===== src/rtl/yuv422_upsample_csc_stream.sv =====
// yuv422_upsample_csc_stream: 4:2:2 row chroma upsampler (6-tap FIR) plus YUV->RGB888 on a valid/ready stream.
// Optional build macro CSC_ROUND_EN: round the CSC sums half-up instead of truncating.
module yuv422_upsample_csc_stream #(
    parameter int ROW_WIDTH = 320,
    parameter int CNT_W     = $clog2(ROW_WIDTH / 2)
) (
    input  logic        Clock_50,
    input  logic        Reset,
    input  logic        in_valid,
    output logic        in_ready,
    input  logic [15:0] in_y,
    input  logic [7:0]  in_u,
    input  logic [7:0]  in_v,
    output logic        out_valid,
    input  logic        out_ready,
    output logic [23:0] out_rgb_even,
    output logic [23:0] out_rgb_odd,
    output logic        out_last
);
    localparam logic [CNT_W-1:0] LAST = CNT_W'(ROW_WIDTH / 2 - 1);
`ifdef CSC_ROUND_EN
    localparam logic signed [31:0] RND = 32'sd32768;
`else
    localparam logic signed [31:0] RND = 32'sd0;
`endif

    typedef enum logic [1:0] {S_FILL, S_RUN, S_FLUSH} state_t;

    state_t             state_q, state_d;
    logic [CNT_W-1:0]   cnt_q, cnt_d, icnt_q;
    logic [7:0]         wu_q [6];
    logic [7:0]         wv_q [6];
    logic [15:0]        yl_q [4];
    logic               win_q;
    logic signed [9:0]  p1_y_q [2];
    logic signed [9:0]  p1_u_q [2];
    logic signed [9:0]  p1_v_q [2];
    logic               p1_vld_q, p1_last_q;
    logic signed [31:0] p2_yk_q [2];
    logic signed [31:0] p2_rv_q [2];
    logic signed [31:0] p2_gu_q [2];
    logic signed [31:0] p2_gv_q [2];
    logic signed [31:0] p2_bu_q [2];
    logic               p2_vld_q, p2_last_q;
    logic               advance, accept, flush_adv, first;

    function automatic logic signed [31:0] sx(input logic [7:0] x);
        return $signed({24'd0, x});
    endfunction

    function automatic logic [7:0] fir6(input logic [7:0] a, b, c, d, e, f);
        logic signed [31:0] s;
        s = (32'sd21 * (sx(a) + sx(f)) - 32'sd52 * (sx(b) + sx(e))
             + 32'sd159 * (sx(c) + sx(d)) + 32'sd128) >>> 8;
        return s < 32'sd0 ? 8'd0 : s > 32'sd255 ? 8'd255 : s[7:0];
    endfunction

    function automatic logic signed [9:0] off(input logic [7:0] x, input logic [7:0] k);
        return $signed({2'b00, x}) - $signed({2'b00, k});
    endfunction

    function automatic logic signed [31:0] ext(input logic signed [9:0] x);
        return {{22{x[9]}}, x};
    endfunction

    function automatic logic [7:0] clip(input logic signed [31:0] s);
        logic signed [31:0] t;
        t = s >>> 16;
        return s < 32'sd0 ? 8'd0 : t > 32'sd255 ? 8'd255 : s[23:16];
    endfunction

    function automatic logic [23:0] csc(input logic signed [31:0] yk, rv, gu, gv, bu);
        return {clip(yk + rv + RND), clip(yk - gu - gv + RND), clip(yk + bu + RND)};
    endfunction

    assign advance   = !out_valid || out_ready;
    assign accept    = in_valid && in_ready;
    assign flush_adv = advance && state_q == S_FLUSH;
    assign first     = accept && cnt_q == '0;

    // State register; cnt_q counts accepted pairs in FILL/RUN and flush steps in FLUSH
    always_ff @(posedge Clock_50) begin
        if (Reset) begin
            state_q <= S_FILL;
            cnt_q   <= '0;
        end else begin
            state_q <= state_d;
            cnt_q   <= cnt_d;
        end
    end

    // Next state: four pairs prime the window, the last pair starts a 3-step flush
    always_comb begin
        state_d = state_q;
        cnt_d   = cnt_q;
        if (state_q == S_FLUSH) begin
            if (advance) begin
                cnt_d   = (cnt_q == CNT_W'(2)) ? '0 : cnt_q + CNT_W'(1);
                state_d = (cnt_q == CNT_W'(2)) ? S_FILL : S_FLUSH;
            end
        end else if (accept) begin
            cnt_d   = (cnt_q == LAST) ? '0 : cnt_q + CNT_W'(1);
            state_d = (cnt_q == LAST) ? S_FLUSH : (cnt_q == CNT_W'(3)) ? S_RUN : state_q;
        end
    end

    // Input handshake: no input while flushing, stalled or in reset
    always_comb begin
        in_ready = advance && state_q != S_FLUSH && !Reset;
    end

    // Chroma window and Y delay line; first pair of a row fills the left edge, flush replicates the right edge
    always_ff @(posedge Clock_50) begin
        if (Reset) begin
            for (int i = 0; i < 6; i++) begin
                wu_q[i] <= '0;
                wv_q[i] <= '0;
            end
            for (int i = 0; i < 4; i++) yl_q[i] <= '0;
            win_q <= 1'b0;
        end else begin
            if (accept || flush_adv) begin
                for (int i = 0; i < 5; i++) begin
                    wu_q[i] <= first ? in_u : wu_q[i+1];
                    wv_q[i] <= first ? in_v : wv_q[i+1];
                end
                wu_q[5] <= accept ? in_u : wu_q[5];
                wv_q[5] <= accept ? in_v : wv_q[5];
                for (int i = 0; i < 3; i++) yl_q[i] <= yl_q[i+1];
                yl_q[3] <= accept ? in_y : yl_q[3];
            end
            if (advance) win_q <= (accept && cnt_q >= CNT_W'(3)) || state_q == S_FLUSH;
        end
    end

    // P1: odd-chroma FIR and offset removal; also tags the row's final output pair
    always_ff @(posedge Clock_50) begin
        if (Reset) begin
            p1_vld_q  <= 1'b0;
            p1_last_q <= 1'b0;
            icnt_q    <= '0;
            for (int i = 0; i < 2; i++) begin
                p1_y_q[i] <= '0;
                p1_u_q[i] <= '0;
                p1_v_q[i] <= '0;
            end
        end else if (advance) begin
            p1_vld_q  <= win_q;
            p1_last_q <= icnt_q == LAST;
            if (win_q) begin
                icnt_q    <= (icnt_q == LAST) ? '0 : icnt_q + CNT_W'(1);
                p1_y_q[0] <= off(yl_q[0][15:8], 8'd16);
                p1_y_q[1] <= off(yl_q[0][7:0], 8'd16);
                p1_u_q[0] <= off(wu_q[2], 8'd128);
                p1_v_q[0] <= off(wv_q[2], 8'd128);
                p1_u_q[1] <= off(fir6(wu_q[0], wu_q[1], wu_q[2], wu_q[3], wu_q[4], wu_q[5]), 8'd128);
                p1_v_q[1] <= off(fir6(wv_q[0], wv_q[1], wv_q[2], wv_q[3], wv_q[4], wv_q[5]), 8'd128);
            end
        end
    end

    // P2: CSC coefficient products for both pixels
    always_ff @(posedge Clock_50) begin
        if (Reset) begin
            p2_vld_q  <= 1'b0;
            p2_last_q <= 1'b0;
            for (int i = 0; i < 2; i++) begin
                p2_yk_q[i] <= '0;
                p2_rv_q[i] <= '0;
                p2_gu_q[i] <= '0;
                p2_gv_q[i] <= '0;
                p2_bu_q[i] <= '0;
            end
        end else if (advance) begin
            p2_vld_q  <= p1_vld_q;
            p2_last_q <= p1_last_q;
            if (p1_vld_q) begin
                for (int i = 0; i < 2; i++) begin
                    p2_yk_q[i] <= 32'sd76284 * ext(p1_y_q[i]);
                    p2_rv_q[i] <= 32'sd104595 * ext(p1_v_q[i]);
                    p2_gu_q[i] <= 32'sd25624 * ext(p1_u_q[i]);
                    p2_gv_q[i] <= 32'sd53281 * ext(p1_v_q[i]);
                    p2_bu_q[i] <= 32'sd132251 * ext(p1_u_q[i]);
                end
            end
        end
    end

    // P3: channel sums and clipping into the output register, held while the sink stalls
    always_ff @(posedge Clock_50) begin
        if (Reset) begin
            out_valid    <= 1'b0;
            out_last     <= 1'b0;
            out_rgb_even <= '0;
            out_rgb_odd  <= '0;
        end else if (advance) begin
            out_valid <= p2_vld_q;
            out_last  <= p2_vld_q && p2_last_q;
            if (p2_vld_q) begin
                out_rgb_even <= csc(p2_yk_q[0], p2_rv_q[0], p2_gu_q[0], p2_gv_q[0], p2_bu_q[0]);
                out_rgb_odd  <= csc(p2_yk_q[1], p2_rv_q[1], p2_gu_q[1], p2_gv_q[1], p2_bu_q[1]);
            end
        end
    end
endmodule


===== config.mk =====
export PLATFORM = sky130hd
export DESIGN_NAME = yuv422_upsample_csc_stream
export DESIGN_NICKNAME = d
export VERILOG_FILES = /design/src/rtl/yuv422_upsample_csc_stream.sv
export SDC_FILE = /design/constraint.sdc
export NUM_CORES = 2
export LEC_CHECK = 0
export BUFFER_PORTS_ARGS = -buffer_cell sky130_fd_sc_hd__buf_2
export CAP_MARGIN = 40
export CORE_ASPECT_RATIO = 0.75
export CORE_MARGIN = 3
export CORE_UTILIZATION = 45
export CTS_BUF_LIST = sky130_fd_sc_hd__clkbuf_16
export CTS_CLUSTER_DIAMETER = 50
export DETAILED_ROUTE_END_ITERATION = 8
export GPL_TIMING_DRIVEN = 0
export PLACE_DENSITY = 0.67
export SKIP_CTS_REPAIR_TIMING = 1
export SLEW_MARGIN = 20
export SYNTH_ARGS = -nofsm -noshare
export SYNTH_HDL_FRONTEND = slang
export SYNTH_SLANG_ARGS = --single-unit
export TNS_END_PERCENT = 50

===== constraint.sdc =====
create_clock -name Clock_50 -period 23.7 [get_ports Clock_50]
set_input_delay 5.925 -clock Clock_50 [delete_from_list [all_inputs] [get_ports Clock_50]]
set_output_delay 5.925 -clock Clock_50 [all_outputs]
set_load 0.02 [all_outputs]

# Yosys cells after proc, flatten, opt, wreduce, memory -nomap -nowiden
# Memories as Yosys holds them, arrays and structs flattened.
# Index checks and enable logic that the tools add are counted.
[word_totals]
ff_bits = 73
ram_bits = 530
inputBits = 36
out_inout_bits = 51
word_cells = 228
memories = 11
[classes]
addsub = 28
n_mul = 16
n_lt_le_gt_ge = 17
eq_ne = 7
mux = 86
bitwise = 32
reduce_logical = 19
[memory_table]
columns = ["memory", "depth", "word_bits", "read_ports", "rd_clocked_by_memory_dff", "wr", "line_no", "source"]
rows = [
  ["p2_bu_q", 2, 32, 2, 0, 2, "43", "logic signed [31:0] p2_bu_q [2];"],
  ["p2_gv_q", 2, 32, 2, 0, 2, "42", "logic signed [31:0] p2_gv_q [2];"],
  ["p2_rv_q", 2, 32, 2, 0, 2, "40", "logic signed [31:0] p2_rv_q [2];"],
  ["yl_q", 4, 16, 4, 0, 4, "33", "logic [15:0] yl_q [4];"],
  ["p2_yk_q", 2, 30, 2, 0, 2, "39", "logic signed [31:0] p2_yk_q [2];"],
  ["p2_gu_q", 2, 29, 2, 0, 2, "41", "logic signed [31:0] p2_gu_q [2];"],
  ["+5 memories", "--", "--", "--", "--", "--", "--", ""],
]
[ops]
columns = ["operator", "n"]
rows = [
  ["$mux 8", 46],
  ["$lt 32x1->1 const B", 6],
  ["$mux 32", 6],
  ["$add 32x32->32", 4],
  ["$sub 32x32->32", 4],
  ["$gt 16x9->1 const B", 6],
  ["$mux 16", 5],
  ["$mux 10", 6],
  ["$mux 30", 2],
  ["$mul 19x10->29 const A", 2],
  ["$mux 29", 2],
  ["$mul 18x10->28 const A", 2],
  ["$add 8x8->9", 6],
  ["$mul 17x10->27 const A", 2],
  ["$mul 16x10->26 const A", 2],
  ["$mul 13x10->23 const A", 2],
  ["$add 19x9->20 const B", 2],
  ["$add 16x18->19", 2],
  ["$sub 8x8->9 const B", 4],
  ["$mul 8x9->17 const A", 2],
  ["$or 1x1->1", 32],
  ["$sub 14x15->16", 2],
  ["$mul 5x9->14 const A", 2],
  ["$mul 4x9->13 const A", 2],
  ["other kinds (19)", 54],
]

# Logic depth before layout (Yosys ltp)
# An unclocked memory read counts as a cell.
[logic_depth]
depth_word = 11
mapped_depth = 36
depth_no_buf = 36

# Worst setup path before layout
# Ideal clock, no wire load.
[synth_path]
path_kind = "input -> output"
from = "input port out_ready"
to = "output port in_ready"
t_arrival_ns = 6.733
required_ns = 17.775
setup_slack_ns = 11.042
cell_stages = 3
n_path_buf = 1
cell_sequence = "nor2b_1 clkbuf_1 nor3_1"
[synth_via]
elab_chain_len = 3
[synth_rtl]
columns = ["element", "line_no", "source"]
rows = [
  ["start: declaration", "15", "input logic out_ready,"],
  ["$logic_or 1x1->1", "76", "assign advance = !out_valid || out_ready;"],
  ["$logic_and 1x1->1 (2 in a row)", "109", "in_ready = advance && state_q != S_FLUSH && !Reset;"],
  ["end: declaration", "10", "output logic in_ready,"],
]
# No other way between the ends.

# Worst setup path in the final report
# Ends and elaborated chain as after synthesis.

==> flow_metrics.env <==
export IMPL_status="finished clean"
export IMPL_antenna_found_initial=6
export IMPL_drc=0
export IMPL_crit_type="in2out"
export IMPL_clock_sinks=539
export IMPL_dieArea_sq_mm=0.1267
export IMPL_ctsRootBufferMaster="clkbuf_16"
export IMPL_synth_fp_nets=6958
export IMPL_synth_distinct_cells=80
export IMPL_hold_depth=2
export IMPL_use_met1_pct=31.53
export IMPL_hold_class="reg2reg"
export IMPL_drt_iter0_markers=2734
export IMPL_place_gp_congestion=0.9204
export IMPL_worst_pin_slew_ps=926.0
export IMPL_worstPathArrival_ps=7220
export IMPL_path_clk_slew_ps=60
export IMPL_io_pins=87
export IMPL_clock_skew_ps=31.80
export IMPL_drive_above_1_share_pct=4.771
export IMPL_first_pass_iters=5
export IMPL_r2r_end="p1_u_q[0][18]$_SDFFCE_PN0P_"
export IMPL_ys_flop_type="edfxtp_1"
export IMPL_vias_per_cell=5.326
export IMPL_cts_tree="done"
export IMPL_grt_use_total_pct=20.66
export IMPL_drv_cap=0
export IMPL_hold_path_end="out_last$_SDFFE_PP0N_"
export IMPL_ys_ff_latch=539
export IMPL_initial_core_util_pct=45.64
export IMPL_required_ps=17780
export IMPL_grt_overflow=0
export IMPL_routed_wl_mm=129.9
export IMPL_synth_edf_count=466
export IMPL_htree_levels=3
export IMPL_regToRegStartpoint="wu_q[4][1]$_SDFFCE_PN0P_"
export IMPL_rr_worst_depth=30
export IMPL_synth_cell_area_sq_mm=0.05509
export IMPL_first_global_vias=38100
export IMPL_syn2layout_area_growth_pct=9.252
export IMPL_period_needed_ps=13150
export IMPL_post_route_period_util_pct=55.47
export IMPL_hpwl_mm=107.9
export IMPL_startpoint_type="input pin"
export IMPL_hold_start="out_last$_SDFFE_PP0N_"
export IMPL_grt_max_degree=73
export IMPL_fmax_mhz=76.07
export IMPL_synthTopCellsByArea="ha_1, edfxtp_1, fa_1"
export IMPL_die_h_um=309.0
export IMPL_endpoint_kind="output pin"
export IMPL_die_w_um=410.0
export IMPL_report_final_slew_viol_count=0
export IMPL_syn_area_per_cell_sq_um=10.09
export IMPL_async_flop_share_pct=0
export IMPL_numCtsBuffers=68
export IMPL_final_setup_viol_count=0
export IMPL_synth_top_cell_by_area="ha_1"
export IMPL_port_buffers=85
export IMPL_top_usage_layer="met1"
export IMPL_met3_usage_pct=4.965
export IMPL_hold_violations=0
export IMPL_rsz0062_at_grt="false"
export IMPL_core_area_sq_mm=0.1207
export IMPL_cts_buffer_depth=3
export IMPL_ant_nets=0
export IMPL_synthCells=5462
export IMPL_yosys_warnings=0
export IMPL_fillCellCount=10880
export IMPL_clk_latency_ps=670
export IMPL_grt_pass1_wl_mm=207.2
export IMPL_finalSetupTns_ps=0
export IMPL_rrSetupSlack_ps=14430
export IMPL_finalNetCount=7142
export IMPL_met2_usage_pct=29.28
export IMPL_wire_per_inst_um=17.73
export IMPL_dr_total_vias=39020
export IMPL_rows=110
export IMPL_yosysSeqAreaShare_pct=28.05
export IMPL_synth_top_area_share_pct=25.44
export IMPL_crit_path_max_fanout=6
export IMPL_relSlewSlack_pct=37.90
## critical path, cell delays in order
cell	delay [ps]
buf_2	80
nor2b_1	30
clkbuf_1	150
buf_6	190
nor3_1	500
buf_2	320
## layout by cell type, fill, tap and decap left out, types with 51 or more instances in the layout
master / count
and3_1: 91
clkbuf_1: 81
clkbuf_16: 70
buf_2: 86
nand2_1: 238
fa_1: 340
a21o_1: 129
dfxtp_1: 73
ha_1: 1120
and2_1: 100
o21bai_1: 79
inv_1: 865
xor2_1: 126
nand3_1: 68
o21ai_0: 123
nor2_1: 394
nor3_1: 91
edfxtp_1: 466
o21a_1: 51
a21oi_1: 354
xnor2_1: 203
## cells by family after synthesis
kind of cell	Yosys count	share of synthesized area [%]
muxes	16	0.3021
adders and majority gates	1460	37.79
DFF	539	28.05
and+or+nand+nor	1184	10.40
buffers and inverters	941	6.414
AOI/OAI and AO/OA	993	11.81
xor gates and xnor gates	329	5.230
## metal layers
| layer | part of all wire (%) | wire (um) |
|---|---|---|
| met5 | 0.022 | 29 |
| met4 | 1.9 | 2409 |
| met3 | 7.9 | 10200 |
| met2 | 40 | 51990 |
| met1 | 50 | 65230 |
## Yosys cell counts (35+ instances only)
library cell  number
and2_1           100
clkbuf_1          82
a21o_1           130
and3_1            91
o21ai_0          123
a21oi_1          354
inv_1            858
a221o_1           35
fa_1             340
o21a_1            51
a211oi_1          35
nor2_1           394
nor2b_1           36
o21bai_1          79
a31oi_1           38
dfxtp_1           73
xor2_1           126
xnor2_1          203
ha_1            1120
nand3_1           68
nor3_1            91
nand2b_1          43
edfxtp_1         466
nand2_1          238
## stage by stage
stage / hold WS (ps) / utilization (%) / instances / cell area (sq um) / worst slack (ps)
floorplan: 432.1 / - / 5462 / 55090 / 11040
global placement: 440.1 / 47.68 / 7171 / 57550 / 7456
detailed placement: 442.6 / 47.96 / 7192 / 57890 / 10440
CTS: 450.3 / 49.80 / 7317 / 60110 / 10440
global route: 475.2 / 49.86 / 7325 / 60190 / 10550
finish: 447.0 / 49.87 / 7326 / 60190 / 10550
## state kept, by name, indices dropped and copies added, names as in the netlist, 40 cells and up
name and cells:
p2_gv_q 54, yl_q 64, p2_rv_q 52, p2_gu_q 40
wu_q 48, p2_yk_q 52, p2_bu_q 58, wv_q 48
## cell type report
type / count / area (sq um) / share of cell area, %
Multi-Input combinational cell: 3982 / 36120 / 60.01
Sequential cell: 539 / 15450 / 25.68
Inverter: 858 / 3226 / 5.359
Tap cell: 1624 / 2032 / 3.376
Clock buffer: 70 / 1752 / 2.910
Timing Repair Buffer: 114 / 819.5 / 1.362
Clock inverter: 55 / 470.5 / 0.7816
Buffer: 83 / 314.1 / 0.5218
Antenna cell: 1 / 2.502 / 0.004157
## worst max path at each step
stage,start,end,cells past startpoint
floorplan,out_ready,in_ready,3
global placement,Reset,p2_rv_q[0][53]$_SDFFCE_PN0P_,4
detailed placement,out_ready,in_ready,5
CTS,out_ready,in_ready,5
global route,out_ready,in_ready,6
finish,out_ready,in_ready,6
Power is left out: the tool's default activity adds up to more than one toggle a clock period on the data nets, which glitch-free logic cannot reach.
